## config.mk

```make
export PLATFORM = sky130hd
export DESIGN_NAME = sd_stripe_read_ctrl
export DESIGN_NICKNAME = d
export VERILOG_FILES = /design/src/rtl/raid_pkg.sv /design/src/rtl/stripe_role_map.sv /design/src/rtl/sd_stripe_read_ctrl.sv
export SDC_FILE = /design/constraint.sdc
export NUM_CORES = 1
export LEC_CHECK = 0
export CAP_MARGIN = 20
export CORE_MARGIN = 2
export CORE_UTILIZATION = 56
export CTS_CLUSTER_DIAMETER = 120
export CTS_CLUSTER_SIZE = 8
export DETAILED_ROUTE_END_ITERATION = 10
export GPL_TIMING_DRIVEN = 0
export PLACE_DENSITY = 0.85
export SETUP_SLACK_MARGIN = 0.5
export SYNTH_ARGS = -nofsm -noshare
export SYNTH_HDL_FRONTEND = slang
export SYNTH_HIERARCHICAL = 1
export SYNTH_SLANG_ARGS = --single-unit
```

## constraint.sdc

```tcl
create_clock -name clk -period 2.9 [get_ports clk]
set_input_delay 0.435 -clock clk [delete_from_list [all_inputs] [get_ports clk]]
set_output_delay 0.435 -clock clk [all_outputs]
set_load 0.1 [all_outputs]
```

## src/rtl/raid_pkg.sv

```systemverilog
// raid_pkg: shared FSM states, card select codes and stripe role table
package raid_pkg;
  typedef enum logic [2:0] {IDLE, RD_D0, RD_D1, RD_P, CHECK, DONE, ERROR} state_t;
  localparam logic [1:0] CARD_NONE = 2'b00;
  localparam logic [1:0] CARD1 = 2'b01;
  localparam logic [1:0] CARD2 = 2'b10;
  localparam logic [1:0] CARD3 = 2'b11;
  typedef struct packed {
    logic [1:0] d0;
    logic [1:0] d1;
    logic [1:0] p;
  } roles_t;
  // indexed by stripe_num mod 3: parity rotates across the three cards
  localparam roles_t ROLE_TABLE [3] = '{
    '{CARD1, CARD2, CARD3},
    '{CARD1, CARD3, CARD2},
    '{CARD2, CARD3, CARD1}
  };
  // select code to one-hot request bit; code 00 requests nothing
  function automatic logic [2:0] card_bit(input logic [1:0] c);
    return (c == CARD_NONE) ? 3'b000 : 3'b001 << (c - 2'd1);
  endfunction
endpackage

```

## src/rtl/stripe_role_map.sv

```systemverilog
// stripe_role_map: combinational stripe index to data/parity card roles
module stripe_role_map
  import raid_pkg::*;
(
  input  logic [7:0] stripe_num,
  output logic [1:0] d0,
  output logic [1:0] d1,
  output logic [1:0] p
);
  logic [1:0] r;
  assign r = 2'(stripe_num % 8'd3);
  assign {d0, d1, p} = (r == 2'd0) ? ROLE_TABLE[0] : (r == 2'd1) ? ROLE_TABLE[1] : ROLE_TABLE[2];
endmodule

```

## src/rtl/sd_stripe_read_ctrl.sv

```systemverilog
// sd_stripe_read_ctrl: reads D0, D1, P per word from three SD cards, stores data, checks parity
module sd_stripe_read_ctrl
  import raid_pkg::*;
#(
  parameter int WORDS = 128,
  parameter int TIMEOUT = 255,
  localparam int AW = $clog2(2 * WORDS)
) (
  input  logic          clk,
  input  logic          n_rst,
  input  logic          start,
  input  logic [7:0]    stripe_num,
  input  logic [2:0]    sd_ack,
  input  logic [31:0]   data_in,
  output logic [2:0]    sd_req,
  output logic [1:0]    selectid,
  output logic [1:0]    sram1sd,
  output logic [1:0]    sram2sd,
  output logic          sram_wen,
  output logic [AW-1:0] sram_addr,
  output logic [31:0]   sram_wdata,
  output logic          busy,
  output logic          done,
  output logic          parity_err,
  output logic          timeout_err
);
  localparam int IW = AW - 1;
  state_t state;
  logic [1:0] md0, md1, mp, d0_r, d1_r, p_r, nxt_sel;
  logic [IW-1:0] idx;
  logic [31:0] acc;
  logic [7:0] cnt;
  logic ack, tmo;

  stripe_role_map u_role (.stripe_num(stripe_num), .d0(md0), .d1(md1), .p(mp));

  assign sram1sd = CARD1;
  assign sram2sd = CARD2;
  // sd_req only ever holds the current card's bit, so this masks acks from other cards
  assign ack = |(sd_ack & sd_req);
  assign tmo = cnt == 8'(TIMEOUT - 1);
  assign nxt_sel = (state == RD_D0) ? d1_r : (state == RD_D1) ? p_r : CARD_NONE;

  // stripe read sequencer; all outputs registered and updated on state entry
  always_ff @(posedge clk or negedge n_rst) begin
    if (!n_rst) begin
      state <= IDLE;
      d0_r <= CARD_NONE;
      d1_r <= CARD_NONE;
      p_r <= CARD_NONE;
      idx <= '0;
      acc <= '0;
      cnt <= '0;
      sd_req <= '0;
      selectid <= CARD_NONE;
      sram_wen <= 1'b0;
      sram_addr <= '0;
      sram_wdata <= '0;
      busy <= 1'b0;
      done <= 1'b0;
      parity_err <= 1'b0;
      timeout_err <= 1'b0;
    end else begin
      sram_wen <= 1'b0;
      done <= 1'b0;
      case (state)
        IDLE: if (start) begin
          d0_r <= md0;
          d1_r <= md1;
          p_r <= mp;
          parity_err <= 1'b0;
          timeout_err <= 1'b0;
          idx <= '0;
          acc <= '0;
          cnt <= '0;
          busy <= 1'b1;
          sd_req <= card_bit(md0);
          selectid <= md0;
          state <= RD_D0;
        end
        RD_D0, RD_D1, RD_P: if (ack) begin
          sram_wdata <= data_in;
          acc <= acc ^ data_in;
          cnt <= '0;
          sram_wen <= state != RD_P;
          sram_addr <= (state == RD_P) ? sram_addr : {state == RD_D1, idx};
          sd_req <= card_bit(nxt_sel);
          selectid <= nxt_sel;
          state <= (state == RD_D0) ? RD_D1 : (state == RD_D1) ? RD_P : CHECK;
        end else if (tmo) begin
          timeout_err <= 1'b1;
          sd_req <= '0;
          selectid <= CARD_NONE;
          done <= 1'b1;
          state <= ERROR;
        end else begin
          cnt <= cnt + 8'd1;
        end
        CHECK: begin
          parity_err <= parity_err | (|acc);
          acc <= '0;
          idx <= idx + 1'b1;
          if (idx == IW'(WORDS - 1)) begin
            done <= 1'b1;
            state <= DONE;
          end else begin
            sd_req <= card_bit(d0_r);
            selectid <= d0_r;
            state <= RD_D0;
          end
        end
        default: begin
          busy <= 1'b0;
          state <= IDLE;
        end
      endcase
    end
  end
endmodule

```

==> results.json, run 1 <==
{
  "tritoncts_num_sinks": 106,
  "starting_density_pct": 57.2,
  "detailed_route_via_count": 4477,
  "power_density_mw_per_mm2": 1140,
  "synth_top_flop_cell": "sky130_fd_sc_hd__dfrtp_1",
  "critical_path.reg2reg.startpoint": "state[2]",
  "worst_path_largest_cell_delay_ps": 390,
  "groute.layer.met1.usage_pct": 33.0,
  "synthDominantAreaCellType": "sky130_fd_sc_hd__dfrtp_1",
  "post-synth-top-area-fraction_pct": 50.7,
  "netlist_top_cells_area": "sky130_fd_sc_hd__dfrtp_1 (51%), sky130_fd_sc_hd__nand2_1 (8.8%), sky130_fd_sc_hd__xor2_1 (6.0%)",
  "r2r_end": "sram_wdata[23]",
  "finish_stage_setup_viols": 10,
  "max-cap-violations": 0,
  "global_route.peak_usage_layer": "met2",
  "finalCritPeriodShare_pct": 131,
  "clk-insertion-delay-late_ps": 380,
  "num-nets-final": 718,
  "drt_first_pass_iters": 5,
  "synthesis.area_per_instance_sq_um": 9.82,
  "gp_congestion": 0.877,
  "synth.most_common_cell": "sky130_fd_sc_hd__nand2_1",
  "grt_pass1_vias": 4362,
  "fillCellCount": 582,
  "area_growth_pct": 33.9,
  "average_wire_length_per_cell_after_detail_routing_um": 17.2,
  "rsz0062_at_grt": "true",
  "post_synth_most_frequent_cells": "sky130_fd_sc_hd__nand2_1 (123), sky130_fd_sc_hd__dfrtp_1 (106), sky130_fd_sc_hd__nor2_1 (52), sky130_fd_sc_hd__xor2_1 (36), sky130_fd_sc_hd__a21oi_1 (20)",
  "remaining_design_rule_violation_count": 0,
  "leak_pwr_nw": 3.32,
  "final_layout_size_suffix_gt1_share_pct": 21.3,
  "fp.dieW_um": 101,
  "synth.lib_cells_used.distinct": 72,
  "synth_warnings": 6,
  "crit_required_ps": 3170,
  "hold_class": "in -> async",
  "report.final.hold_viol_count": 0,
  "syn_inst": 533,
  "post-route-worst-setup-slack_ps": -911,
  "dpl.cell_count": 742,
  "globalRouteMet3Util_pct": 5.62,
  "final_cell_area_sq_mm": 0.00701,
  "clk_pin_slew_worst_paths_ps": 110,
  "h-tree-depth": 3,
  "row_count": 35,
  "synth_edf_count": 0,
  "fmax_mhz": 262,
  "grt_first_pass_wirelength_um": 20700,
  "cts_tree": "yes",
  "violations_in_the_final_reports": "negative setup slack",
  "drt_iter0_markers": 343,
  "numCtsBuffers": 9,
  "detail_route.vias_per_cell": 5.72,
  "postPlaceCellArea_sq_mm": 0.00641,
  "synth_seq_area_share_pct": 50.7,
  "n_antenna_cell": 0,
  "placeableCoreArea_sq_mm": 0.00915,
  "timing.reg2reg.worst_path_depth": 6,
  "synth.ff_latch_count": 106,
  "setup_total_negative_slack_ps": -6150,
  "maximum_number_of_buffers_from_clock_root_to_sink": 2,
  "cts_root_buf": "sky130_fd_sc_hd__clkbuf_8",
  "cp-start-kind": "input port",
  "postSynth.asyncResetShare_pct": 100,
  "worst_pin_slew_ps": 1000,
  "synth_area_sq_mm": 0.00524,
  "cpMaxStageDelayCell": "sky130_fd_sc_hd__or3b_4",
  "drt_wl_total_um": 13500,
  "total_congestion_overflow_after_global_routing": 0,
  "vdd.ir_drop.worst_mv": 0.628,
  "grt_max_degree": 61,
  "status": "finished with violations",
  "reg2reg_slack_ps": 830,
  "clock-skew-final_ps": 12.4,
  "worst_ep_arrival_time_ps": 4080,
  "cell_chain_of_the_critical_path": "buf_8 -> buf_8 -> buf_6 -> nand4b_1 -> mux2i_4 -> o22ai_4 -> nand2_2 -> ha_4 -> o31ai_4 -> o31ai_4 -> ha_4 -> or3b_4 -> o21ai_4 -> o21ai_4 -> buf_6 -> mux2_4 -> buf_4 -> a31oi_1 -> a31oi_1 -> a21oi_1 -> o21ai_1",
  "grt_util_met2_pct": 43.6,
  "finalMaxSlewViolations": 0,
  "place_hpwl_um": 8540,
  "ant_nets": 0,
  "design.portCount": 100,
  "post-route-min-period_ps": 3810,
  "grt_antenna_before_repair": 0,
  "die_area_sq_mm": 0.0101,
  "criticalPathCategory": "in -> reg",
  "final.hold.worst_slack_ps": 60.1,
  "final_cells": 783,
  "relSlewSlack_pct": 32.8,
  "critical_path_capture_point_type": "flop",
  "critPathMaxFanout": 8,
  "die_y_um": 101,
  "final_core_util_pct": 76.6,
  "globalRouteTotalUtil_pct": 25.9,
  "port-buffer-count": 95
}
## power by group
part           leakage (nW)  switching (mW)  internal (mW)
clock network        0.0844           0.542          0.326
registers              1.37           0.378           1.99
logic                  1.87            3.40           1.37
total                  3.32            4.32           3.69
## per-stage QoR
step,setup slack (ps),power (mW)
after floorplan,-958,5.78
after global placement,-2390,6.75
after detailed placement,-1910,6.85
after CTS,-704,7.83
after global routing,-987,8.39
final,-911,8.00
## cell families after synthesis
kind of cell	after synthesis	share of synthesized area, %
and+or+nand+nor	247	22.9
adders and majority gates	6	1.39
muxes	21	4.44
buffers and inverters	36	3.92
other	3	0.215
DFF	106	50.7
xor gates and xnor gates	40	6.69
AOI/OAI and AO/OA	74	9.77
## layout by cell type, fill, tap and decap left out, types with 4 or more instances in the layout
cell type / netlist / layout
sky130_fd_sc_hd__buf_4: 11 / 30
sky130_fd_sc_hd__nor3_1: 7 / 5
sky130_fd_sc_hd__mux2_2: 13 / 11
sky130_fd_sc_hd__o21ai_1: 1 / 4
sky130_fd_sc_hd__xor2_1: 36 / 36
sky130_fd_sc_hd__o21ai_2: 2 / 4
sky130_fd_sc_hd__mux2_4: 1 / 4
sky130_fd_sc_hd__nand3_1: 11 / 11
sky130_fd_sc_hd__buf_2: 13 / 13
sky130_fd_sc_hd__nand2_1: 123 / 121
sky130_fd_sc_hd__a31oi_1: 10 / 10
sky130_fd_sc_hd__and3_1: 7 / 7
sky130_fd_sc_hd__nor4_1: 8 / 8
sky130_fd_sc_hd__nor3b_1: 5 / 5
sky130_fd_sc_hd__a21oi_1: 20 / 17
sky130_fd_sc_hd__clkbuf_8: 0 / 10
sky130_fd_sc_hd__nor2_1: 52 / 51
sky130_fd_sc_hd__conb_1: 3 / 5
sky130_fd_sc_hd__mux2i_1: 6 / 4
sky130_fd_sc_hd__o21ai_0: 17 / 11
sky130_fd_sc_hd__dfrtp_1: 106 / 106
sky130_fd_sc_hd__nor3_2: 3 / 5
sky130_fd_sc_hd__clkdlybuf4s50_1: 0 / 83
sky130_fd_sc_hd__buf_6: 1 / 10
sky130_fd_sc_hd__inv_1: 6 / 5
## worst max-delay path by stage
stage,start,to,slack [ps],cells past startpoint
2_1_floorplan,stripe_num[7],sd_req[1],-960,18
3_3_place_gp,n_rst,d1_r[0],-2390,1
3_5_place_dp,stripe_num[7],sd_req[1],-1910,20
4_1_cts,stripe_num[6],sd_req[1],-700,20
5_1_grt,stripe_num[3],sd_req[2],-990,21
6_report,stripe_num[3],sd_req[2],-910,21
## worst max-delay path, delay by kind of cell
kind            cells  cell delay, ps
mux                 2             430
simple gates        3             670
fa+ha+maj           2             380
buf+inv             5             660
compound gates      9            1510
## what timing repair did
item / 4_1_cts / 5_1_grt
setup buffers: 16 / 7
resized for setup: 50 / 34
hold buffers: 0 / 0
pin swaps: 19 / 14
setup endpoints to repair: 12 / 13
gates cloned: 2 / 0
## cell type report
cell class / count / area (sq um) / share of cell area [%]
plain buffers: 28 / 195 / 2.78
clock buffers: 9 / 124 / 1.77
clock inverters: 7 / 60.1 / 0.857
inverters: 8 / 32.5 / 0.464
multi-input cells: 393 / 2610 / 37.3
flip-flops and latches: 106 / 2650 / 37.8
well taps: 111 / 139 / 1.98
repair buffers: 121 / 1190 / 17.0
## flip-flops by register name, indices dropped and copies added, names as in the netlist
register	flops
idx	7
d0_r	2
sram_wdata	32
busy	1
timeout_err	1
state	3
selectid	2
sd_req	3
cnt	8
acc	32
d1_r	2
sram_addr	8
p_r	2
done	1
parity_err	1
sram_wen	1
## per-layer routing
metal | part of all wire, % | up-vias
met5 | 0 | -
met4 | 3.7 | 0
met3 | 7.6 | 45
met2 | 48 | 207
met1 | 41 | 2146
li1 | - | 2079
Note: power is estimated with default switching activity, not from simulation.
==> run 2, diff against run 1 <==
--- a/config.mk
+++ b/config.mk
@@ -6,13 +6,13 @@
 export NUM_CORES = 1
 export LEC_CHECK = 0
 export CAP_MARGIN = 20
-export CORE_MARGIN = 2
-export CORE_UTILIZATION = 56
+export CORE_UTILIZATION = 58
+export CTS_BUF_LIST = sky130_fd_sc_hd__clkbuf_2
 export CTS_CLUSTER_DIAMETER = 120
 export CTS_CLUSTER_SIZE = 8
 export DETAILED_ROUTE_END_ITERATION = 10
 export GPL_TIMING_DRIVEN = 0
-export PLACE_DENSITY = 0.85
+export PLACE_DENSITY = 0.88
 export SETUP_SLACK_MARGIN = 0.5
 export SYNTH_ARGS = -nofsm -noshare
 export SYNTH_HDL_FRONTEND = slang
==> results.json, run 2 (synthesis results as in run 1) <==
{
  "status": "finished with violations",
  "violations_in_the_final_reports": "negative setup slack",
  "fp.dieW_um": 97.0,
  "gp_congestion": 0.902,
  "switching_power_mw": 4.29,
  "h-tree-depth": 3,
  "power_report.internal_total_mw": 3.39,
  "post-route-worst-setup-slack_ps": -636,
  "mostFrequentLayoutCell": "sky130_fd_sc_hd__nand2_1",
  "holdCritStartpoint": "data_in[5]",
  "hold_class": "in -> reg",
  "area_growth_pct": 31.4,
  "report.final.hold_viol_count": 0,
  "clk_pin_slew_worst_paths_ps": 320,
  "relSlewSlack_pct": 33.2,
  "design.portCount": 100,
  "row_count": 34,
  "fmax_mhz": 283,
  "drt_first_pass_iters": 5,
  "crit_required_ps": 3390,
  "grt_antenna_before_repair": 0,
  "grt_pass1_vias": 4409,
  "average_wire_length_per_cell_after_detail_routing_um": 17.5,
  "met3_wirelength_um": 852,
  "port-buffer-count": 95,
  "ant_nets": 0,
  "power_density_mw_per_mm2": 1120,
  "detailedPlace.worstSlack_ps": -1880,
  "criticalPathCategory": "in -> reg",
  "num-nets-final": 718,
  "final.hold.worst_slack_ps": 353,
  "maximum_number_of_buffers_from_clock_root_to_sink": 2,
  "fillCellCount": 560,
  "numCtsBuffers": 9,
  "die_y_um": 97.0,
  "tritoncts_num_sinks": 106,
  "remaining_design_rule_violation_count": 0,
  "met1Wirelength_um": 5580,
  "met2_length_um": 6850,
  "finalMaxSlewViolations": 0,
  "finish_stage_setup_viols": 10,
  "clk-insertion-delay-late_ps": 590,
  "power.share.clock_pct": 9.3,
  "n_antenna_cell": 0,
  "cp-start-kind": "input port",
  "vdd.ir_drop.worst_mv": 0.627,
  "total_congestion_overflow_after_global_routing": 0,
  "die_area_sq_mm": 0.00941,
  "grt_max_degree": 64,
  "top_layer": "met4",
  "cts_tree": "yes",
  "critical_path.reg2reg.startpoint": "state[2]",
  "post-route-min-period_ps": 3540,
  "total_power_mw": 7.68,
  "crit_start": "stripe_num[7]",
  "drt_wl_total_um": 13600,
  "clock-skew-final_ps": 45.6,
  "dpl.cell_count": 739,
  "place_hpwl_um": 8480,
  "final_layout_size_suffix_gt1_share_pct": 22.0,
  "max-cap-violations": 0,
  "grt_first_pass_wirelength_um": 20800,
  "globalRouteTotalUtil_pct": 27.2,
  "largest_registers": "acc (32), sram_wdata (32)",
  "worst_ep_arrival_time_ps": 4020,
  "critPathMaxFanout": 7,
  "rsz0062_at_grt": "true",
  "final_cells": 780,
  "starting_density_pct": 60.0,
  "mostFrequentLayoutCells": "sky130_fd_sc_hd__nand2_1 (121), sky130_fd_sc_hd__dfrtp_1 (106), sky130_fd_sc_hd__nor2_1 (51), sky130_fd_sc_hd__dlygate4sd2_1 (44), sky130_fd_sc_hd__clkdlybuf4s50_1 (38)",
  "detail_route.vias_per_cell": 5.83,
  "detailed_route_via_count": 4549,
  "worst_pin_slew_ps": 1010,
  "placeableCoreArea_sq_mm": 0.00872,
  "drt_iter0_markers": 225,
  "combinationalPowerShare_pct": 60.1,
  "cts_root_buf": "sky130_fd_sc_hd__clkbuf_2",
  "leak_pwr_nw": 3.39,
  "switching_share_pct": 55.9,
  "seq_power_share_pct": 30.6,
  "critical_path_capture_point_type": "flop",
  "finalCritPeriodShare_pct": 122
}
-- run 2: cell types whose count changed in the layout (fill, tap and decap cells not counted), sizes merged, moves of 2 or more --
cell           previous run  this run
inv                      10         8
clkbuf                   13        15
clkdlybuf4s15             1         4
clkdlybuf4s50            83        38
dlygate4sd2               2        44
dlymetal6s2s              3         0
-- run 2: power by group through the flow --
| stage | Clock [mW] | Sequential (mW) | Combinational, mW |
|---|---|---|---|
| 2_1_floorplan | 0 | 4.28 | 1.50 |
| 3_3_place_gp | 0 | 2.35 | 4.39 |
| 3_5_place_dp | 0 | 2.38 | 4.49 |
| 4_1_cts | 0.730 | 2.33 | 4.45 |
| 5_1_grt | 0.793 | 2.41 | 4.86 |
| 6_report | 0.715 | 2.35 | 4.62 |
-- run 2: worst paths after layout --
check | endpoint | slack [ps] | cells after the start
setup / recovery | sd_req[1] | -640 | 19
hold / removal | sram_wdata[5] | 350 | 3
setup reg to reg | sram_wdata[7] | 710 | 6
hold reg to reg | sram_wdata[0] | 510 | 2
max in group asynchronous | d1_r[1] | 1740 | 3
min in group asynchronous | sram_wdata[5] | 410 | 2
-- run 2: final cells by class --
class	count	area, sq um	share of cell area [%]
clock buffer	10	50.0	0.727
clock inverter	6	73.8	1.07
timing repair buffer	121	1110	16.1
multi-input combinational	393	2640	38.3
tap	108	135	1.96
buffer	28	188	2.73
sequential	106	2650	38.6
inverter	8	35.0	0.509
-- run 2: critical path, stage by stage --
cell and delay (ps):
sky130_fd_sc_hd__buf_4 140, sky130_fd_sc_hd__or4b_4 580, sky130_fd_sc_hd__mux2i_4 180, sky130_fd_sc_hd__o22ai_2 120
sky130_fd_sc_hd__nand2_2 110, sky130_fd_sc_hd__ha_4 170, sky130_fd_sc_hd__or2b_1 150, sky130_fd_sc_hd__o31ai_4 90
sky130_fd_sc_hd__ha_4 190, sky130_fd_sc_hd__or3b_4 380, sky130_fd_sc_hd__o21ai_4 180, sky130_fd_sc_hd__o21ai_4 100
sky130_fd_sc_hd__buf_6 140, sky130_fd_sc_hd__mux2_4 330, sky130_fd_sc_hd__nand2b_4 90, sky130_fd_sc_hd__nor2_4 30
sky130_fd_sc_hd__o21ai_2 150, sky130_fd_sc_hd__o311ai_2 150, sky130_fd_sc_hd__mux2_4 300
-- run 2: metal layers --
| metal | up-vias | global-route usage [%] |
|---|---|---|
| met5 | - | 0 |
| met4 | 0 | 9.99 |
| met3 | 33 | 5.06 |
| met2 | 212 | 44.7 |
| met1 | 2218 | 36.1 |
| li1 | 2086 | - |
-- run 2: repair_timing --
action | CTS | global route
pin swaps | 22 | 17
setup endpoints to repair | 60 | 16
hold buffers | 1 | 0
gates resized for setup | 105 | 37
setup buffers | 15 | 7
gates cloned | 2 | 0
hold endpoints to repair | 62 | 0
-- run 2: stage by stage --
stage               TNS, ps  utilization, %  area [sq um]
finish                -3650            78.9          6880
global route          -3700            78.9          6880
CTS                   -1960            76.8          6700
detailed placement   -13710            73.4          6400
global placement    -261160            73.2          6380
floorplan             -5700               -          5300
==> run 3, diff against run 2 <==
--- a/config.mk
+++ b/config.mk
@@ -5,11 +5,12 @@
 export SDC_FILE = /design/constraint.sdc
 export NUM_CORES = 1
 export LEC_CHECK = 0
+export ABC_AREA = 1
 export CAP_MARGIN = 20
-export CORE_UTILIZATION = 58
+export CORE_UTILIZATION = 59
 export CTS_BUF_LIST = sky130_fd_sc_hd__clkbuf_2
 export CTS_CLUSTER_DIAMETER = 120
-export CTS_CLUSTER_SIZE = 8
+export CTS_CLUSTER_SIZE = 28
 export DETAILED_ROUTE_END_ITERATION = 10
 export GPL_TIMING_DRIVEN = 0
 export PLACE_DENSITY = 0.88
==> constraint.sdc (replaced) <==
create_clock -name clk -period 2.9 [get_ports clk]
set_input_delay 0.87 -clock clk [delete_from_list [all_inputs] [get_ports clk]]
set_output_delay 0.87 -clock clk [all_outputs]
set_load 0.1 [all_outputs]
==> results.json, run 3 <==
{
  "mostFrequentLayoutCell": "sky130_fd_sc_hd__nand2_1",
  "finish_stage_setup_viols": 8,
  "final_cell_area_sq_mm": 0.00694,
  "detailed_route_via_count": 5287,
  "timing.critical_path.max_delay_family": "simple AND/OR/NAND/NOR gates",
  "cts_tree": "yes",
  "cts_root_buf": "sky130_fd_sc_hd__clkbuf_2",
  "remaining_design_rule_violation_count": 0,
  "gp_congestion": 0.876,
  "switching_share_pct": 58.9,
  "hold_class": "in -> async",
  "switching_power_mw": 4.87,
  "grt_first_pass_wirelength_um": 23000,
  "power_density_mw_per_mm2": 1190,
  "combinationalPowerShare_pct": 62.7,
  "vdd.ir_drop.worst_mv": 0.926,
  "synth.lib_cells_used.distinct": 38,
  "die_area_sq_mm": 0.00988,
  "ant_nets": 0,
  "synth_top_flop_cell": "sky130_fd_sc_hd__dfrtp_1",
  "criticalPathCategory": "in -> reg",
  "cpMaxStageDelayCell": "sky130_fd_sc_hd__o21ai_2",
  "maximum_number_of_buffers_from_clock_root_to_sink": 2,
  "power_report.internal_total_mw": 3.39,
  "drt_iter0_markers": 394,
  "drt_first_pass_iters": 7,
  "synth_warnings": 6,
  "cp-start-kind": "input port",
  "leak_pwr_nw": 3.61,
  "setup_total_negative_slack_ps": -750,
  "n_antenna_cell": 0,
  "cts_hold_buffers": 0,
  "reg2reg_slack_ps": 1080,
  "synth_area_sq_mm": 0.00560,
  "drt_wl_total_um": 13900,
  "row_count": 35,
  "post_synth_most_frequent_cells": "sky130_fd_sc_hd__nand2_1 (227), sky130_fd_sc_hd__dfrtp_1 (106), sky130_fd_sc_hd__inv_1 (102), sky130_fd_sc_hd__o21ai_0 (45), sky130_fd_sc_hd__nand4_1 (42)",
  "die_y_um": 99.4,
  "postSynth.asyncResetShare_pct": 100,
  "numCtsBuffers": 9,
  "grt_max_degree": 71,
  "placeableCoreArea_sq_mm": 0.00920,
  "fp.dieW_um": 99.4,
  "netlist_top_cells_area": "sky130_fd_sc_hd__dfrtp_1 (47%), sky130_fd_sc_hd__nand2_1 (15%), sky130_fd_sc_hd__inv_1 (6.8%)",
  "seq_power_share_pct": 29.4,
  "violations_in_the_final_reports": "negative setup slack",
  "fillCellCount": 682,
  "worst_path_largest_cell_delay_ps": 210,
  "fmax_mhz": 330,
  "tritoncts_num_sinks": 106,
  "report.final.hold_viol_count": 0,
  "globalRouteTotalUtil_pct": 29.0,
  "num-nets-final": 897,
  "worst_ep_arrival_time_ps": 3590,
  "critical_path_capture_point_type": "flop",
  "synth_seq_area_share_pct": 47.4,
  "synth_edf_count": 0,
  "area_growth_pct": 24.0,
  "max-cap-violations": 0,
  "postPlaceCellArea_sq_mm": 0.00678,
  "timing.reg2reg.worst_path_depth": 8,
  "synthesis.area_per_instance_sq_um": 7.78,
  "syn_inst": 720,
  "port-buffer-count": 95,
  "r2r_end": "selectid[0]",
  "clk_pin_slew_worst_paths_ps": 320,
  "detail_route.vias_per_cell": 5.50,
  "synth.ff_latch_count": 106,
  "register_area_sq_mm": 0.00265,
  "finalMaxSlewViolations": 0,
  "average_wire_length_per_cell_after_detail_routing_um": 14.5,
  "post-synth-top-area-fraction_pct": 47.4,
  "status": "finished with violations",
  "grt_antenna_before_repair": 0,
  "clk-insertion-delay-late_ps": 600,
  "critPathMaxFanout": 4,
  "total_congestion_overflow_after_global_routing": 0,
  "design.portCount": 100,
  "clock-skew-final_ps": 31.4,
  "place_hpwl_um": 9870,
  "critical_path.n_buffers_inverters": 7,
  "relSlewSlack_pct": 63.9,
  "power.share.clock_pct": 7.9,
  "post-route-min-period_ps": 3030,
  "crit_required_ps": 3460,
  "mostFrequentLayoutCells": "sky130_fd_sc_hd__nand2_1 (220), sky130_fd_sc_hd__dfrtp_1 (106), sky130_fd_sc_hd__inv_1 (96), sky130_fd_sc_hd__buf_2 (47), sky130_fd_sc_hd__o21ai_0 (43)",
  "multi_input_area_sq_mm": 0.00254,
  "final_layout_size_suffix_gt1_share_pct": 20.9,
  "grt_pass1_vias": 5181,
  "synthDominantAreaCellType": "sky130_fd_sc_hd__dfrtp_1",
  "rsz0062_at_grt": "true",
  "finalCritPeriodShare_pct": 105,
  "h-tree-depth": 3,
  "largest_registers": "acc (32), sram_wdata (32)",
  "synth.most_common_cell": "sky130_fd_sc_hd__nand2_1",
  "starting_density_pct": 60.9,
  "critical_path.reg2reg.startpoint": "state[1]",
  "post-route-worst-setup-slack_ps": -133,
  "worst_pin_slew_ps": 536
}
run 3: cell types whose count changed in the layout (fill, tap and decap cells not counted), moves of 32 or more:
cell	change
sky130_fd_sc_hd__dlygate4sd2_1	-43
sky130_fd_sc_hd__o21ai_0	+32
sky130_fd_sc_hd__nand4_1	+39
sky130_fd_sc_hd__xor2_1	-34
sky130_fd_sc_hd__buf_2	+32
sky130_fd_sc_hd__inv_1	+91
sky130_fd_sc_hd__nand2_1	+99
sky130_fd_sc_hd__o21ai_1	+34
run 3: kinds of logic after synthesis:
| kind of cell | synth area share [%] |
|---|---|
| simple gates | 30.5 |
| buf+inv | 10.1 |
| flops | 47.4 |
| compound gates | 9.90 |
| xor+xnor | 0.782 |
| fa+ha+maj | 1.12 |
| other cells | 0.201 |
run 3: power by group through the flow:
stage / Sequential, mW / Combinational (mW) / Clock (mW)
2_1_floorplan: 4.32 / 2.02 / 0
3_3_place_gp: 2.42 / 5.08 / 0
3_5_place_dp: 2.45 / 5.23 / 0
4_1_cts: 2.42 / 5.08 / 0.665
5_1_grt: 2.49 / 5.53 / 0.729
6_report: 2.43 / 5.18 / 0.654
run 3: routing by layer:
layer  GRT usage (%)  vias to the layer above  share of wire, %
met4            13.0                        0               3.0
met2            49.4                      195                50
li1                -                     2547                 -
met3            4.50                       43               5.6
met1            36.6                     2502                41
met5               0                        -                 0
run 3: cell type report:
| class | count | area share [%] |
|---|---|---|
| Tap cell | 111 | 2.00 |
| Multi-Input combinational cell | 482 | 36.6 |
| Clock buffer | 9 | 0.649 |
| Timing Repair Buffer | 113 | 13.1 |
| Buffer | 25 | 2.27 |
| Sequential cell | 106 | 38.2 |
| Clock inverter | 7 | 0.847 |
| Inverter | 109 | 6.25 |
run 3: what timing repair did:
action,in CTS,in global routing
pin swaps,22,21
hold endpoints to repair,0,0
resized for setup,295,26
endpoints found under the setup margin,60,23
buffers inserted,12,5
run 3: how the worst max path moves through the flow:
stage / depth (start not counted) / from / slack, ps / to
6_report: 26 / stripe_num[7] / -130 / sd_req[2]
2_1_floorplan: 27 / stripe_num[7] / -440 / sd_req[2]
4_1_cts: 28 / stripe_num[7] / -5 / sd_req[1]
3_3_place_gp: 1 / n_rst / -2970 / selectid[0]
5_1_grt: 26 / stripe_num[7] / -350 / sd_req[1]
3_5_place_dp: 28 / stripe_num[7] / -1490 / sd_req[1]
run 3: stage by stage:
step	util [%]	cells	setup slack, ps	power (mW)	hold WS [ps]
floorplan	-	722	-440	6.34	442
global placement	73.5	928	-2970	7.50	463
detailed placement	73.8	929	-1490	7.68	470
CTS	74.1	957	-5.28	8.16	166
global route	75.5	962	-352	8.74	153
finish	75.5	962	-133	8.26	182
